[config.mk]
export PLATFORM = sky130hd
export DESIGN_NAME = branch_predictor
export DESIGN_NICKNAME = d
export VERILOG_FILES = /design/src/rtl/branch_predictor.sv
export SDC_FILE = /design/constraint.sdc
export NUM_CORES = 1
export LEC_CHECK = 0
export CORE_UTILIZATION = 40
export CTS_BUF_LIST = sky130_fd_sc_hd__clkbuf_4 sky130_fd_sc_hd__clkbuf_8
export DETAILED_ROUTE_END_ITERATION = 8
export DONT_BUFFER_PORTS = 1
export GPL_TIMING_DRIVEN = 0
export PLACE_DENSITY = 0.6
export SYNTH_ARGS = -nofsm -noshare
export SYNTH_HDL_FRONTEND = slang
export SYNTH_SLANG_ARGS = --single-unit
[constraint.sdc]
create_clock -name clk -period 9.9 [get_ports clk]
set_clock_uncertainty 0.2 [all_clocks]
set_input_delay 1.98 -clock clk [delete_from_list [all_inputs] [get_ports clk]]
set_output_delay 1.98 -clock clk [all_outputs]
set_load 0.01 [all_outputs]
[src/rtl/branch_predictor.sv]
// branch_predictor: fetch-side branch predictor and EX-stage resolution unit
// for the 16-bit pipelined core.
//  - Direct-mapped BTB (2^IDX_BITS entries) with valid/tag/target and a 2-bit
//    saturating counter per entry, held in flip-flops.
//  - 0-cycle lookup for the IF-stage PC; combinational mispredict/redirect
//    from the EX-stage resolved branch condition; training at the clock edge.
//  - A lookup and an update to the same index in one cycle do not bypass:
//    the lookup sees the pre-update entry.
// Optional feature macro: BP_STATS_EN adds saturating statistics counters
// (stat_branches, stat_mispredicts).
module branch_predictor #(
  parameter int WORD_SIZE = 16,
  parameter int IDX_BITS  = 4
) (
  input  logic                 clk,
  input  logic                 reset,
  input  logic [WORD_SIZE-1:0] if_pc,
  output logic                 pred_taken,
  output logic [WORD_SIZE-1:0] pred_target,
  input  logic                 ex_valid,
  input  logic                 ex_is_branch,
  input  logic [WORD_SIZE-1:0] ex_pc,
  input  logic                 ex_bcond,
  input  logic [WORD_SIZE-1:0] ex_target,
  input  logic                 ex_pred_taken,
  input  logic [WORD_SIZE-1:0] ex_pred_target,
`ifdef BP_STATS_EN
  output logic [15:0]          stat_branches,
  output logic [15:0]          stat_mispredicts,
`endif
  output logic                 mispredict,
  output logic [WORD_SIZE-1:0] redirect_pc
);

  localparam int ENTRIES = 1 << IDX_BITS;
  localparam int TAG_W   = WORD_SIZE - IDX_BITS;
  localparam logic [WORD_SIZE-1:0] PC_ONE = {{(WORD_SIZE-1){1'b0}}, 1'b1};

  // Two-bit counter step that holds at 00 and 11 instead of wrapping.
  function automatic logic [1:0] ctr_step(input logic [1:0] c, input logic taken);
    if (taken) return (c == 2'b11) ? c : c + 2'b01;
    else       return (c == 2'b00) ? c : c - 2'b01;
  endfunction

  // BTB storage
  logic                 valid_q  [ENTRIES];
  logic [TAG_W-1:0]     tag_q    [ENTRIES];
  logic [WORD_SIZE-1:0] target_q [ENTRIES];
  logic [1:0]           ctr_q    [ENTRIES];

  // Lookup side
  logic [IDX_BITS-1:0]  lk_idx;
  logic                 lk_hit;
  logic [WORD_SIZE-1:0] if_pc_inc;

  // Resolution / training side
  logic                 ex_active;
  logic [IDX_BITS-1:0]  up_idx;
  logic                 up_hit;
  logic [WORD_SIZE-1:0] ex_pc_inc;
  logic [WORD_SIZE-1:0] actual_next;
  logic                 up_we;
  logic                 upd_valid_d;
  logic [TAG_W-1:0]     upd_tag_d;
  logic [WORD_SIZE-1:0] upd_target_d;
  logic [1:0]           upd_ctr_d;

  // Prediction for the fetch PC straight from table state (no bypass).
  always_comb begin
    lk_idx      = if_pc[IDX_BITS-1:0];
    if_pc_inc   = if_pc + PC_ONE;
    lk_hit      = valid_q[lk_idx] && (tag_q[lk_idx] == if_pc[WORD_SIZE-1:IDX_BITS]);
    pred_taken  = lk_hit && ctr_q[lk_idx][1];
    pred_target = pred_taken ? target_q[lk_idx] : if_pc_inc;
  end

  // Mispredict detection and redirect PC for the instruction in EX.
  always_comb begin
    ex_active   = ex_valid && ex_is_branch;
    ex_pc_inc   = ex_pc + PC_ONE;
    actual_next = ex_bcond ? ex_target : ex_pc_inc;
    redirect_pc = actual_next;
    mispredict  = 1'b0;
    if (ex_active) begin
      if (ex_bcond != ex_pred_taken)
        mispredict = 1'b1;
      else if (ex_bcond && ex_pred_taken && (ex_target != ex_pred_target))
        mispredict = 1'b1;
    end
  end

  // Next value of the entry indexed by the resolving branch.
  always_comb begin
    up_idx       = ex_pc[IDX_BITS-1:0];
    up_hit       = valid_q[up_idx] && (tag_q[up_idx] == ex_pc[WORD_SIZE-1:IDX_BITS]);
    up_we        = 1'b0;
    upd_valid_d  = valid_q[up_idx];
    upd_tag_d    = tag_q[up_idx];
    upd_target_d = target_q[up_idx];
    upd_ctr_d    = ctr_q[up_idx];
    if (ex_active) begin
      if (up_hit) begin
        // Known branch: train the counter, refresh the target when taken.
        up_we     = 1'b1;
        upd_ctr_d = ctr_step(ctr_q[up_idx], ex_bcond);
        if (ex_bcond) upd_target_d = ex_target;
      end else if (ex_bcond) begin
        // Taken branch not in the table: allocate (or evict the alias),
        // starting weakly taken.
        up_we        = 1'b1;
        upd_valid_d  = 1'b1;
        upd_tag_d    = ex_pc[WORD_SIZE-1:IDX_BITS];
        upd_target_d = ex_target;
        upd_ctr_d    = 2'b10;
      end
      // Not-taken miss leaves the table untouched.
    end
  end

  // Table update; reset wins over a same-cycle training write.
  always_ff @(posedge clk) begin
    if (reset) begin
      for (int i = 0; i < ENTRIES; i++) begin
        valid_q[i]  <= 1'b0;
        tag_q[i]    <= '0;
        target_q[i] <= '0;
        ctr_q[i]    <= 2'b01;
      end
    end else if (up_we) begin
      valid_q[up_idx]  <= upd_valid_d;
      tag_q[up_idx]    <= upd_tag_d;
      target_q[up_idx] <= upd_target_d;
      ctr_q[up_idx]    <= upd_ctr_d;
    end
  end

`ifdef BP_STATS_EN
  // Sixteen-bit increment that sticks at all-ones.
  function automatic logic [15:0] sat_inc16(input logic [15:0] v);
    return (v == 16'hFFFF) ? v : v + 16'd1;
  endfunction

  logic [15:0] stat_br_q, stat_br_d;
  logic [15:0] stat_mp_q, stat_mp_d;

  // Next values of the statistics counters.
  always_comb begin
    stat_br_d = ex_active  ? sat_inc16(stat_br_q) : stat_br_q;
    stat_mp_d = mispredict ? sat_inc16(stat_mp_q) : stat_mp_q;
  end

  // Statistics registers, cleared by reset.
  always_ff @(posedge clk) begin
    if (reset) begin
      stat_br_q <= '0;
      stat_mp_q <= '0;
    end else begin
      stat_br_q <= stat_br_d;
      stat_mp_q <= stat_mp_d;
    end
  end

  assign stat_branches    = stat_br_q;
  assign stat_mispredicts = stat_mp_q;
`endif

endmodule

# Word-level counts from Yosys, hierarchy flattened
# Memory sizes are Yosys's and may differ from the RTL's.
# Index checks and enable logic that the tools add are counted.
# classes
n_addsub	4
multipliers	0
n_div	0
magnitude_cmp	0
eq_ne	7
shift	0
muxes	39
bitwise_logic	0
n_reduce_logical	12
# op_table
cell	count
two-way mux 16 bit	5
two-way mux 12 bit	4
adder 16 x 1 -> 16 bit, second input constant	2
equality test 12 bit	2
two-way mux 1 bit	19
two-way mux 4 bit	4
!= test 16 bit	1
OR reduction 16 bit	1
two-way mux 2 bit	7
OR reduction 12 bit	1
logical AND 1 bit	6
AND reduction 3 bit	1
adder 2 x 1 -> 2 bit, second input constant	1
equality test 2 bit, second input constant	1
logical NOT 2 bit	1
!= test 2 bit, second input constant	1
OR reduction 2 bit	1
subtractor 2 x 1 -> 2 bit, second input constant	1
!= test 1 bit	1
!= test 1 bit, second input constant	1
OR reduction 1 bit	1
# totals
ff_bits	0
latch_bits	0
ram_bits	496
rom_bits	0
inputBits	70
n_memories	4
# memory_table
memory	depth	width	read_ports	rd_ports_with_merged_regs	write_ports	line_no	source
target_q	16	16	1	0	16	48	logic [WORD_SIZE-1:0] target_q [ENTRIES];
tag_q	16	12	2	0	16	47	logic [TAG_W-1:0] tag_q [ENTRIES];
ctr_q	16	2	2	0	16	49	logic [1:0] ctr_q [ENTRIES];
valid_q	16	1	2	0	16	46	logic valid_q [ENTRIES];

# Depth between registers and ports, before layout
# An unclocked memory read counts as a cell.
# depth
depth_word	11
ltp_mapped	15

# Least setup slack after synthesis
# Ideal clock, no wire load.
# synth_timing
path_type	input -> output
startpoint	in if_pc[0]
endpoint	out pred_target[4]
arrival_time_ps	4916
setup_slack_ps	2804
stages	9
path_buffers	6
cell_sequence	buf_6 buf_2 buf_2 buf_2 buf_2 buf_2 mux4_2 mux4_2 mux2_2
# synth_via
elab_chain_len	5
# synth_rtl
element	line_no	source
from (decl)	17	input logic [WORD_SIZE-1:0] if_pc,
memory (16 x 12 bit)	-	
equality test 12 bit	72	lk_hit = valid_q[lk_idx] && (tag_q[lk_idx] == if_pc[WORD_SIZE-1:IDX_BITS]);
logical AND 1 bit	72	
logical AND 1 bit	73	pred_taken = lk_hit && ctr_q[lk_idx][1];
two-way mux 16 bit (*)	74	pred_target = pred_taken ? target_q[lk_idx] : if_pc_inc;
to (decl)	19	output logic [WORD_SIZE-1:0] pred_target,
# Every way passes the cells marked *; elsewhere a longest branch is shown, timed or not.

# Worst setup path after layout
# layout_timing
startpoint	in if_pc[1]
endpoint	out pred_target[1]
# The elaborated chain is that of the path after synthesis.

==> out/metrics.yaml <==
placed_cells: 2725
clkTransAtPathRegs_ps: 70
rr_endpoint: "ctr_q[10][1]$_SDFFCE_PN0P_"
endpoint: "pred_target[1]"
cts_buffers: 86
rsz0062_at_grt: "false"
synthCells: 1870
post-cts-setup-buffers: 0
synthesis.area_um2: 26200
cap_violations: 1
critPathCaptureType: "output port"
yosys.area.top_type: "edfxtp_1"
layout-drive-gt1-share_pct: 21.1
yosysUniqueCellTypes: 64
total_power_mw: 4.89
setup_viol: 0
first_iter_violations: 2801
crit_start: "if_pc[1]"
dieHeight_um: 258
numPortBuffers: 0
setup_ws_ps: 1330
place_area_um2: 27300
vdd_drop_max_v: 0.000113
overflow: 0
cts_tree: "done"
syn_nets: 1946
violations: "max-capacitance violations, max-slew violations"
globalplace.congestion: 1.01
viasPerCell: 6.57
track_usage_pct: 31.1
fmax_mhz: 117
grt_start_max_net_pins: 17
path_class: "input port to output port"
ant_nets: 0
synthTopCellsByArea: "edfxtp_1 57%, mux4_2 15%, and3_1 6.0%"
wl_per_cell_um: 36.1
cp.arrival_ps: 6390
die_area_um2: 66600
holdBufCountCts: 0
coreArea_um2: 64600
nets: 2035
vias: 18900
hold_viol: 0
pre_cts_ws_ps: 1310
io_pins: 104
fin_hold_ws_ps: 1010
start_util_pct: 40.6
r2r-start: "tag_q[6][4]$_SDFFCE_PN0P_"
yosys-top-cells-count: "496 x edfxtp_1, 251 x and3_1, 174 x mux4_2, 128 x nor3_1, 124 x clkbuf_1"
p_leak_nw: 10.7
synth_most_common_cell: "edfxtp_1"
fin_util_pct: 44.9
slew_headroom_pct: -0.802
totalWireLength_um: 104000
ys_warn_count: 0
synth_edf_count: 496
htreeDepth: 3
seq_area_frac_synth_pct: 56.8
synth_flop_cell: "edfxtp_1"
area_growth_pct: 10.5
grt_pass1_vias: 18800
ys_ff_latch: 496
async_reset_ff_share_pct: 0
power.density_nw_per_um2: 169
dieWidth_um: 258
clockBufferDepth: 3
setup_tns_ps: 0
startpoint_type: "input port"
min_path_type: "flop to flop"
clockRootBuffer: "clkbuf_8"
grt_pass1_wl_um: 143000
dp_hpwl_um: 71600
fin_cells: 2883
reg2reg_slack_ps: 4760
remaining_drc_errors: 0
required_ps: 7720
cts_resized: 0
worst_slew_pin_slew_ps: 1510
clkSinkCount: 496
outcome: "finished, violations left"
hold_depth: 5
antenna_found_initial: 4
drv_slew: 8
reg2reg_depth: 10
design_area_um2: 29000
avgSynthCellArea_um2: 14.0
critPathMaxFanout: 10
fin_crit_sh_pct: 86.5
synth_top_area_share_pct: 56.8
dr.pass1.iters: 6
min_period_ps: 8570
num_rows: 93
clk_latency_ps: 730
nFillCells: 5914
==> placed cells by master, fill, tap and decap left out, drive strengths merged, types with 21 or more instances in the layout <==
cell type / synthesis / routed
buf: 73 / 74
clkinv: 1 / 34
mux2: 33 / 33
a21oi: 109 / 109
xor2: 37 / 37
nor3: 128 / 128
nand3: 23 / 23
nor2: 31 / 31
o21ai: 28 / 28
mux2i: 58 / 58
mux4: 174 / 174
nand2b: 21 / 21
and3: 251 / 251
xnor2: 29 / 29
edfxtp: 496 / 496
nand2: 56 / 56
clkbuf: 124 / 240
inv: 23 / 26
==> layer usage <==
| layer | share of wire, % | vias up | GRT usage (%) |
|---|---|---|---|
| met5 | 0.012 | - | 0 |
| met4 | 6.8 | 2 | 18.5 |
| met3 | 13 | 352 | 10.1 |
| met2 | 46 | 1425 | 49.0 |
| met1 | 35 | 9569 | 37.2 |
| li1 | - | 7592 | - |
==> state kept, by name, summed over array words and instances, names as in the netlist <==
signal    count
tag_q       192
valid_q      16
ctr_q        32
target_q    256
==> critical path, stage by stage <==
cell and delay (ps):
buf_2 290, buf_2 430, buf_2 410, buf_1 570, buf_1 550, clkbuf_1 760
mux4_2 430, mux4_2 530, mux2_2 390
==> power breakdown <==
part	internal, mW	switching, mW
Sequential	2.40	0.0357
Combinational	0.202	0.385
Clock	0.959	0.907
Total	3.56	1.33
==> kinds of logic (layout without fill, tap and decap cells) <==
logic type               Yosys count  in the layout  synth area share [%]
AND/OR/NAND/NOR                  582            582                  12.6
flip-flops                       496            496                  56.8
multiplexers                     265            265                  18.7
AO/OA/AOI/OAI                    233            233                  5.55
buffers and inverters            221            377                  3.81
XOR/XNOR                          66             66                  2.23
adder cells (fa/ha/maj)            7              7                 0.324
other                              0              2                     0
==> how the worst min path moves through the flow <==
stage | startpoint | end | slack [ps]
finish | ctr_q[12][0]$_SDFFCE_PN1P_ | ctr_q[14][0]$_SDFFCE_PN1P_ | 1010
global route | ctr_q[12][0]$_SDFFCE_PN1P_ | ctr_q[10][0]$_SDFFCE_PN1P_ | 1060
CTS | ctr_q[6][1]$_SDFFCE_PN0P_ | ctr_q[3][1]$_SDFFCE_PN0P_ | 990
detailed placement | tag_q[1][10]$_SDFFCE_PN0P_ | tag_q[3][10]$_SDFFCE_PN0P_ | 980
global placement | tag_q[1][10]$_SDFFCE_PN0P_ | tag_q[2][10]$_SDFFCE_PN0P_ | 950
floorplan | ctr_q[6][0]$_SDFFCE_PN1P_ | ctr_q[10][0]$_SDFFCE_PN1P_ | 780
==> cell type report <==
class | instances | area (um^2) | area share, %
Inverter | 24 | 90.1 | 0.311
Antenna cell | 2 | 5.00 | 0.0173
Timing Repair Buffer | 1 | 27.5 | 0.0950
Clock buffer | 116 | 1420 | 4.88
Tap cell | 855 | 1070 | 3.69
Sequential cell | 496 | 14900 | 51.4
Buffer | 197 | 908 | 3.14
Clock inverter | 39 | 226 | 0.782
Multi-Input combinational cell | 1153 | 10300 | 35.7
(Power assumes the default switching activity.)
